==> src/rtl/alu_share_ctrl.sv <==
// Round-robin sequencer that time-shares one combinational ALU between two
// valid/ready requesters, returning captured result and flags per requester.
module alu_share_ctrl #(
  parameter int DATA_W = 4,
  parameter int SEL_W  = 3,
  parameter int CNT_W  = 8
) (
  input  logic              clk,
  input  logic              rst_n,
  input  logic              req0_valid,
  output logic              req0_ready,
  input  logic [SEL_W-1:0]  req0_sel,
  input  logic [DATA_W-1:0] req0_a,
  input  logic [DATA_W-1:0] req0_b,
  input  logic              req1_valid,
  output logic              req1_ready,
  input  logic [SEL_W-1:0]  req1_sel,
  input  logic [DATA_W-1:0] req1_a,
  input  logic [DATA_W-1:0] req1_b,
  output logic              rsp0_valid,
  input  logic              rsp0_ready,
  output logic              rsp1_valid,
  input  logic              rsp1_ready,
  output logic [DATA_W-1:0] rsp_result,
  output logic [4:0]        rsp_flags,
  output logic [DATA_W-1:0] alu_a,
  output logic [DATA_W-1:0] alu_b,
  output logic [SEL_W-1:0]  alu_sel,
  input  logic [DATA_W-1:0] alu_result,
  input  logic              alu_overflow,
  input  logic              alu_zero,
  input  logic              alu_carry,
  input  logic              alu_less,
  input  logic              alu_equal,
  output logic              busy,
  output logic [CNT_W-1:0]  op_count
);

  typedef enum logic [1:0] {IDLE, EXEC, RESP} state_t;

  state_t            state;
  logic [SEL_W-1:0]  op_sel;
  logic [DATA_W-1:0] op_a;
  logic [DATA_W-1:0] op_b;
  logic              grant_id;
  logic              last_grant;
  logic              grant0;
  logic              grant1;
  logic              rsp_done;

  // On a tie the requester that did not win last time is granted.
  always_comb begin
    grant0 = 1'b0;
    grant1 = 1'b0;
    if (state == IDLE) begin
      if (req0_valid && (!req1_valid || last_grant)) begin
        grant0 = 1'b1;
      end else if (req1_valid) begin
        grant1 = 1'b1;
      end
    end
  end

  assign req0_ready = grant0;
  assign req1_ready = grant1;
  assign rsp_done   = (state == RESP) && (grant_id ? rsp1_ready : rsp0_ready);

  assign alu_a   = op_a;
  assign alu_b   = op_b;
  assign alu_sel = op_sel;

  always_ff @(posedge clk or negedge rst_n) begin
    if (!rst_n) begin
      state      <= IDLE;
      op_sel     <= '0;
      op_a       <= '0;
      op_b       <= '0;
      grant_id   <= 1'b0;
      last_grant <= 1'b1;
      rsp_result <= '0;
      rsp_flags  <= '0;
      rsp0_valid <= 1'b0;
      rsp1_valid <= 1'b0;
      busy       <= 1'b0;
      op_count   <= '0;
    end else begin
      case (state)
        IDLE: begin
          if (grant0 || grant1) begin
            op_sel     <= grant1 ? req1_sel : req0_sel;
            op_a       <= grant1 ? req1_a : req0_a;
            op_b       <= grant1 ? req1_b : req0_b;
            grant_id   <= grant1;
            last_grant <= grant1;
            busy       <= 1'b1;
            state      <= EXEC;
          end
        end
        EXEC: begin
          rsp_result <= alu_result;
          rsp_flags  <= {alu_equal, alu_less, alu_carry, alu_zero, alu_overflow};
          rsp0_valid <= !grant_id;
          rsp1_valid <= grant_id;
          state      <= RESP;
        end
        RESP: begin
          if (rsp_done) begin
            rsp0_valid <= 1'b0;
            rsp1_valid <= 1'b0;
            busy       <= 1'b0;
            op_count   <= op_count + {{(CNT_W-1){1'b0}}, 1'b1};
            state      <= IDLE;
          end
        end
        default: state <= IDLE;
      endcase
    end
  end

endmodule

==> config.mk <==
export PLATFORM = sky130hd
export DESIGN_NAME = alu_share_ctrl
export DESIGN_NICKNAME = d
export VERILOG_FILES = /design/src/rtl/alu_share_ctrl.sv
export SDC_FILE = /design/constraint.sdc
export NUM_CORES = 1
export LEC_CHECK = 0
export CAP_MARGIN = 5
export CELL_PAD_IN_SITES_DETAIL_PLACEMENT = 0
export CELL_PAD_IN_SITES_GLOBAL_PLACEMENT = 1
export CORE_MARGIN = 2
export CORE_UTILIZATION = 33
export DETAILED_ROUTE_END_ITERATION = 8
export GPL_TIMING_DRIVEN = 1
export HOLD_SLACK_MARGIN = 0.02
export MAX_ROUTING_LAYER = met4
export PLACE_DENSITY_LB_ADDON = 0.3
export SETUP_SLACK_MARGIN = 0.5
export SLEW_MARGIN = 40
export SYNTH_ARGS = -nofsm -noshare
export SYNTH_HDL_FRONTEND = slang
export SYNTH_SLANG_ARGS = --single-unit
==> constraint.sdc <==
create_clock -name clk -period 4.55 [get_ports clk]
set_clock_uncertainty 0.15 [all_clocks]
set_input_delay 0.91 -clock clk [delete_from_list [all_inputs] [get_ports clk]]
set_output_delay 0.91 -clock clk [all_outputs]
set_load 0.05 [all_outputs]
==> results of run 1 <==
## cell families after synthesis
logic type	after synthesis
adder cells (fa/ha/maj)	1
AND/OR/NAND/NOR	65
flip-flops	35
buffers and inverters	9
AO/OA/AOI/OAI	19
XOR/XNOR	7
multiplexers	2
## layer usage
layer | vias up | share of wire
li1 | 629 | -
met1 | 625 | 0.45
met2 | 64 | 0.46
met3 | 8 | 0.077
met4 | 0 | 0.015
met5 | - | 0
## worst paths after layout
kind	from	slack [ns]	to	cells past startpoint
min in group asynchronous	rst_n	0.42	rsp1_valid	1
min reg2reg	op_count[7]	0.32	op_count[7]	1
max reg2reg	state[1]	2.96	alu_b[1]	4
max	req0_valid	0.62	req0_ready	4
min	op_count[7]	0.32	op_count[7]	1
max in group asynchronous	rst_n	3.50	last_grant	1
## layout make-up
| type | instances | area, um^2 | share of cell area |
|---|---|---|---|
| Inverter | 2 | 7.51 | 0.00314 |
| Sequential cell | 35 | 877 | 0.366 |
| Tap cell | 52 | 65.1 | 0.0272 |
| Clock buffer | 6 | 82.6 | 0.0345 |
| Multi-Input combinational cell | 94 | 616 | 0.257 |
| Clock inverter | 2 | 35.0 | 0.0146 |
| Timing Repair Buffer | 72 | 711 | 0.297 |
## layout by cell type (no fill, tap or decap), types with 3 or more instances in the layout
| cell | synthesis | final |
|---|---|---|
| nand4_1 | 3 | 3 |
| nand3_1 | 4 | 4 |
| nand2_1 | 31 | 31 |
| a221o_1 | 11 | 11 |
| buf_4 | 0 | 4 |
| nor3b_1 | 11 | 11 |
| dfrtp_1 | 34 | 34 |
| clkdlybuf4s50_1 | 0 | 68 |
| nor2_1 | 3 | 3 |
| xnor2_1 | 5 | 5 |
| clkbuf_8 | 0 | 6 |
| o21ai_0 | 5 | 5 |
## state kept, by name (all words and copies together), names as in the netlist
signal / flops
op_count: 8
rsp_flags: 5
alu_a: 4
alu_b: 4
rsp_result: 4
alu_sel: 3
state: 2
busy: 1
grant_id: 1
last_grant: 1
rsp0_valid: 1
rsp1_valid: 1
## worst max-delay path: cells and delay by family
kind / cells / cell delay [ns]
and+or+nand+nor: 2 / 0.63
buffers and inverters: 2 / 1.33
## power by group through the flow
stage / logic, mW / registers, mW / clock network [mW]
floorplan: 0.315 / 0.962 / 0
global placement: 1.06 / 0.565 / 0
detailed placement: 1.07 / 0.568 / 0
CTS: 1.07 / 0.568 / 0.294
global route: 1.13 / 0.590 / 0.309
finish: 1.07 / 0.567 / 0.285
## metrics by stage
| step | instances | hold WS [ns] |
|---|---|---|
| 2_1_floorplan | 138 | 0.327 |
| 3_3_place_gp | 255 | 0.307 |
| 3_5_place_dp | 255 | 0.311 |
| 4_1_cts | 263 | 0.320 |
| 5_1_grt | 263 | 0.345 |
| 6_report | 263 | 0.319 |
==> results.yml, run 1 <==
power:
  power_report.internal_total_mw: 1.02
  power.share.switching: 0.471
  power_per_cell_area_nw_per_um2: 801
  pwr-share-seq: 0.296
  combPwrFrac: 0.556
  p_clk_frac: 0.149
  static-leakage-power_nw: 1.03
  vdd.ir_drop.worst_v: 0.000429
  fin_total_pwr_mw: 1.92
  switching_power_uw: 902
synthesis:
  synthSimpleGateAreaFrac: 0.230
  synth.area.mux_share: 0.0194
  synth-adder-area-share: 0.00806
  main_combinational_cell_family_by_area_after_synthesis: "simple AND/OR/NAND/NOR gates"
  synth_top_area_share: 0.548
  post_synth_inst_count: 138
  most_frequent_cell_after_synthesis: "dfrtp_1"
  synth_area_leaders: "dfrtp_1 55%, nand2_1 7.5%, a221o_1 7.1%"
  synthDominantAreaCellType: "dfrtp_1"
  netlist_area_pre_place_um2: 1550
  synthXorXnorAreaFrac: 0.0395
  synth.top_cells.by_count: "34 x dfrtp_1, 31 x nand2_1, 11 x a221o_1, 11 x nor3b_1"
  ys_seq_elements: 35
  yosys_warning_count: 0
  most_frequently_used_flop_master_after_synthesis: "dfrtp_1"
  synthesized_area_fraction_occupied_by_ao_oa_aoi_and_oai_cells: 0.100
  asyncSetResetFlopFracSynth: 1.00
  sequential_cell_area_fraction_in_the_yosys_report: 0.565
  syn_area_per_cell_um2: 11.2
  synth.distinct_cells: 30
  syn_nets: 176
  synth_edf_count: 0
sta:
  grt_setup_unrepaired: "false"
  max_slew_margin: 0.523
  fin_setup_tns_ns: 0
  clock.fmax_mhz: 255
  worst_slew_pin_slew_ns: 0.715
  final_hold_viol_count: 0
  drv_slew: 0
  fin_crit_sh: 0.864
  min_period_ns: 3.93
  report.final.setup_viol: 0
  setup_slack_ns: 0.621
worst_setup_path:
  worstPathMaxFanout: 13
  cp_common_cell: "clkdlybuf4s50_1"
  timing.critical_path.slowest_cell_delay_ns: 0.82
  worstSetupPathType: "in2out"
  arrival_ns: 2.87
  worstSetupStartpointType: "input pin"
  worstPathCellList: "clkdlybuf4s50_1, or3b_4, nor2_1, clkdlybuf4s50_1"
  timing.critical_path.slowest_stage_cell: "clkdlybuf4s50_1"
  timing.critical_path.to_type: "output port"
  worst_ep_required_time_ns: 3.49
global_route:
  gr_peak_layer: "met2"
  grt_start_max_net_pins: 36
  grt_pass1_vias: 1283
  global_route.usage.met3: 0.0431
  grt_pass1_wl_um: 6220
  use_met2: 0.235
  grt_use_met1: 0.213
  gr-total-overflow: 0
  antenna_found_initial: 0
  grt.total_usage: 0.161
clock_network:
  bufs_on_longest_clock_path: 2
  cts_post_setup_buffers_inserted: 0
  clk_transition_reported_paths_ns: 0.06
  ctsHtreeMaxLevel: 2
  cts.sink_count: 35
  clock_tree_from_tritoncts: "built"
  insertion_delay_of_the_later_clocked_pin_in_the_worst_skew_pair_ns: 0.28
  ctsHoldBuffers: 0
  cts_buffers: 5
  cts_root_buf: "clkbuf_8"
  post_cts.resized_instances: 0
placement:
  hpwl_um: 2820
  dpl_cell_area_um2: 2270
  place.gp.congestion: 0.740
  port-buffer-count: 69
  pre_cts_slack_ns: 0.629
drt:
  antenna_left: 0
  vias_per_cell: 5.04
  detailedRoute.firstPassIterationCount: 4
  drtIter0Drc: 127
  route.vias.total: 1326
  drt_wl_total_um: 3810
  wl_per_cell_um: 14.5
  remaining_drc_errors: 0
die:
  initial_util: 0.349
  placeableCoreArea_um2: 4440
  die_area_um2: 5270
  num_io_pins: 70
  die_w_um: 72.6
  die_height_um: 72.6
  number_of_cell_rows: 24
layout:
  fraction_of_final_layout_cells_with_drive_strength_greater_than_1: 0.0900
  fin_area_um2: 2390
  area.growth.synth_to_final_pct: 54.3
  utilization: 0.539
  finish.net_count: 248
  antenna_cells: 0
  nFillCells: 377
job:
  drv.max_cap_violation_count: 0
hold_path:
  holdCritPathClass: "reg2reg"
outcome:
  outcome: "finished clean"
Power figures use the tool's default switching activity.
==> run 2, diff against run 1 <==
--- a/config.mk
+++ b/config.mk
@@ -14,8 +14,7 @@
 export GPL_TIMING_DRIVEN = 1
 export HOLD_SLACK_MARGIN = 0.02
 export MAX_ROUTING_LAYER = met4
-export PLACE_DENSITY_LB_ADDON = 0.3
-export SETUP_SLACK_MARGIN = 0.5
+export PLACE_DENSITY_LB_ADDON = 0.1
 export SLEW_MARGIN = 40
 export SYNTH_ARGS = -nofsm -noshare
 export SYNTH_HDL_FRONTEND = slang
==> run 2 against run 1 <==
- via count down 2.2%
- global-route usage up 0.63 points
- die area unchanged
- worst hold slack worse by 0.0062 ns
- sequential share of layout area up 0.33 points
- sequential power about the same
- clock-buffer cell count up 1
- first-iteration DRC count down 57%
==> results.yml, run 2 (synthesis gave the netlist of run 1 again) <==
outcome:
  outcome: "finished clean"
die:
  number_of_cell_rows: 24
  die_w_um: 72.6
  initial_util: 0.349
  num_io_pins: 70
  placeableCoreArea_um2: 4440
  die_area_um2: 5270
  die_height_um: 72.6
drt:
  route.vias.total: 1297
  remaining_drc_errors: 0
  drtIter0Drc: 54
  detailedRoute.firstPassIterationCount: 4
  antenna_left: 0
  vias_per_cell: 4.95
  wl_per_cell_um: 14.8
  drt_wl_total_um: 3870
placement:
  port-buffer-count: 69
  dpl_cell_area_um2: 2260
  hpwl_um: 2800
  place.gp.congestion: 0.703
  dp_cells: 254
global_route:
  grt_start_max_net_pins: 36
  grt_pass1_vias: 1315
  gr-total-overflow: 0
  grt_pass1_wl_um: 6480
  grt.total_usage: 0.167
  antenna_found_initial: 0
worst_setup_path:
  critPathBufInv: 2
  timing.critical_path.slowest_cell_delay_ns: 0.83
  worstPathCellList: "clkdlybuf4s50_1, or3b_4, nor2_1, clkdlybuf4s50_1"
  worstSetupStartpointType: "input pin"
  timing.critical_path.slowest_stage_cell: "clkdlybuf4s50_1"
  cp_common_cell: "clkdlybuf4s50_1"
  arrival_ns: 2.91
  worst-path-stages: 4
  regToRegSetupSlack_ns: 2.77
  worstPathMaxFanout: 13
  worst_ep_required_time_ns: 3.49
  timing.critical_path.to_type: "output port"
  timing.critical_path.max_delay_family: "buffers and inverters"
  ff2ff_path_depth: 3
  worstSetupPathType: "in2out"
clock_network:
  clock_tree_from_tritoncts: "built"
  bufs_on_longest_clock_path: 2
  post_cts.resized_instances: 0
  cts_buffers: 5
  insertion_delay_of_the_later_clocked_pin_in_the_worst_skew_pair_ns: 0.28
  cts_root_buf: "clkbuf_8"
  ctsHtreeMaxLevel: 2
  ctsHoldBuffers: 0
  cts_post_setup_buffers_inserted: 0
  cts.sink_count: 35
  clk_transition_reported_paths_ns: 0.07
sta:
  max_slew_margin: 0.518
  fin_crit_sh: 0.872
  final_hold_viol_count: 0
  fin_worst_hold_slack_ns: 0.313
  worst_slew_pin_slew_ns: 0.722
  report.final.setup_viol: 0
  min_period_ns: 3.97
  clock.fmax_mhz: 252
  fin_setup_tns_ns: 0
  grt_setup_unrepaired: "false"
  drv_slew: 0
layout:
  fraction_of_final_layout_cells_with_drive_strength_greater_than_1: 0.0810
  fin_area_um2: 2370
  antenna_cells: 0
  biggestRegsByFlops: "op_count x8, rsp_flags x5"
  mostFrequentLayoutCell: "clkdlybuf4s50_1"
  post_layout_nonfiller_instances: 262
  largest_register_ff_count: 8
  finish.net_count: 247
  layout.cells.most_common_list: "67 x clkdlybuf4s50_1, 34 x dfrtp_1, 31 x nand2_1"
  largest-register: "op_count"
  area.growth.synth_to_final_pct: 52.9
job:
  drv.max_cap_violation_count: 0
hold_path:
  holdCritPathClass: "reg2reg"
  whs_path_depth: 1
power:
  vdd.ir_drop.worst_v: 0.000353
  power_per_cell_area_nw_per_um2: 803
  static-leakage-power_nw: 1.02
[run 2: changes by cell type in the layout (fill, tap and decap cells not counted)]
| cell | previous run | this run |
|---|---|---|
| clkbuf_1 | 0 | 2 |
| clkbuf_8 | 6 | 5 |
| clkdlybuf4s50_1 | 68 | 67 |
| clkinv_2 | 1 | 0 |
[run 2: layer usage]
layer | global-route usage | wire (um)
met5 | - | 0
met4 | 0.0556 | 56
met3 | 0.0444 | 272
met2 | 0.253 | 1730
met1 | 0.218 | 1810
[run 2: worst paths after layout]
check,from,endpoint
worst min register to register,op_count[7],op_count[7]
worst min-delay path,op_count[7],op_count[7]
worst max register to register,state[1],alu_a[0]
min in group asynchronous,rst_n,op_count[4]
max in group asynchronous,rst_n,last_grant
worst max-delay path,req0_valid,req0_ready
[run 2: metrics by stage]
stage | utilization | power (mW) | setup slack [ns]
5_1_grt | 0.534 | 2.01 | 0.524
4_1_cts | 0.533 | 1.92 | 0.586
3_5_place_dp | 0.509 | 1.64 | 0.601
6_report | 0.534 | 1.90 | 0.585
2_1_floorplan | - | 1.28 | 1.38
3_3_place_gp | 0.509 | 1.62 | 0.635
[run 2: cell type report]
type                            count  area [um^2]
Multi-Input combinational cell     94          616
Timing Repair Buffer               71          701
Tap cell                           52         65.1
Sequential cell                    35          877
Clock inverter                      1         30.0
Fill cell                         404         2070
Clock buffer                        7         76.3
Inverter                            2         7.51
[run 2: power breakdown]
part           switching [mW]  internal, mW
Clock                   0.108         0.164
Sequential              0.116         0.453
Combinational           0.682         0.381
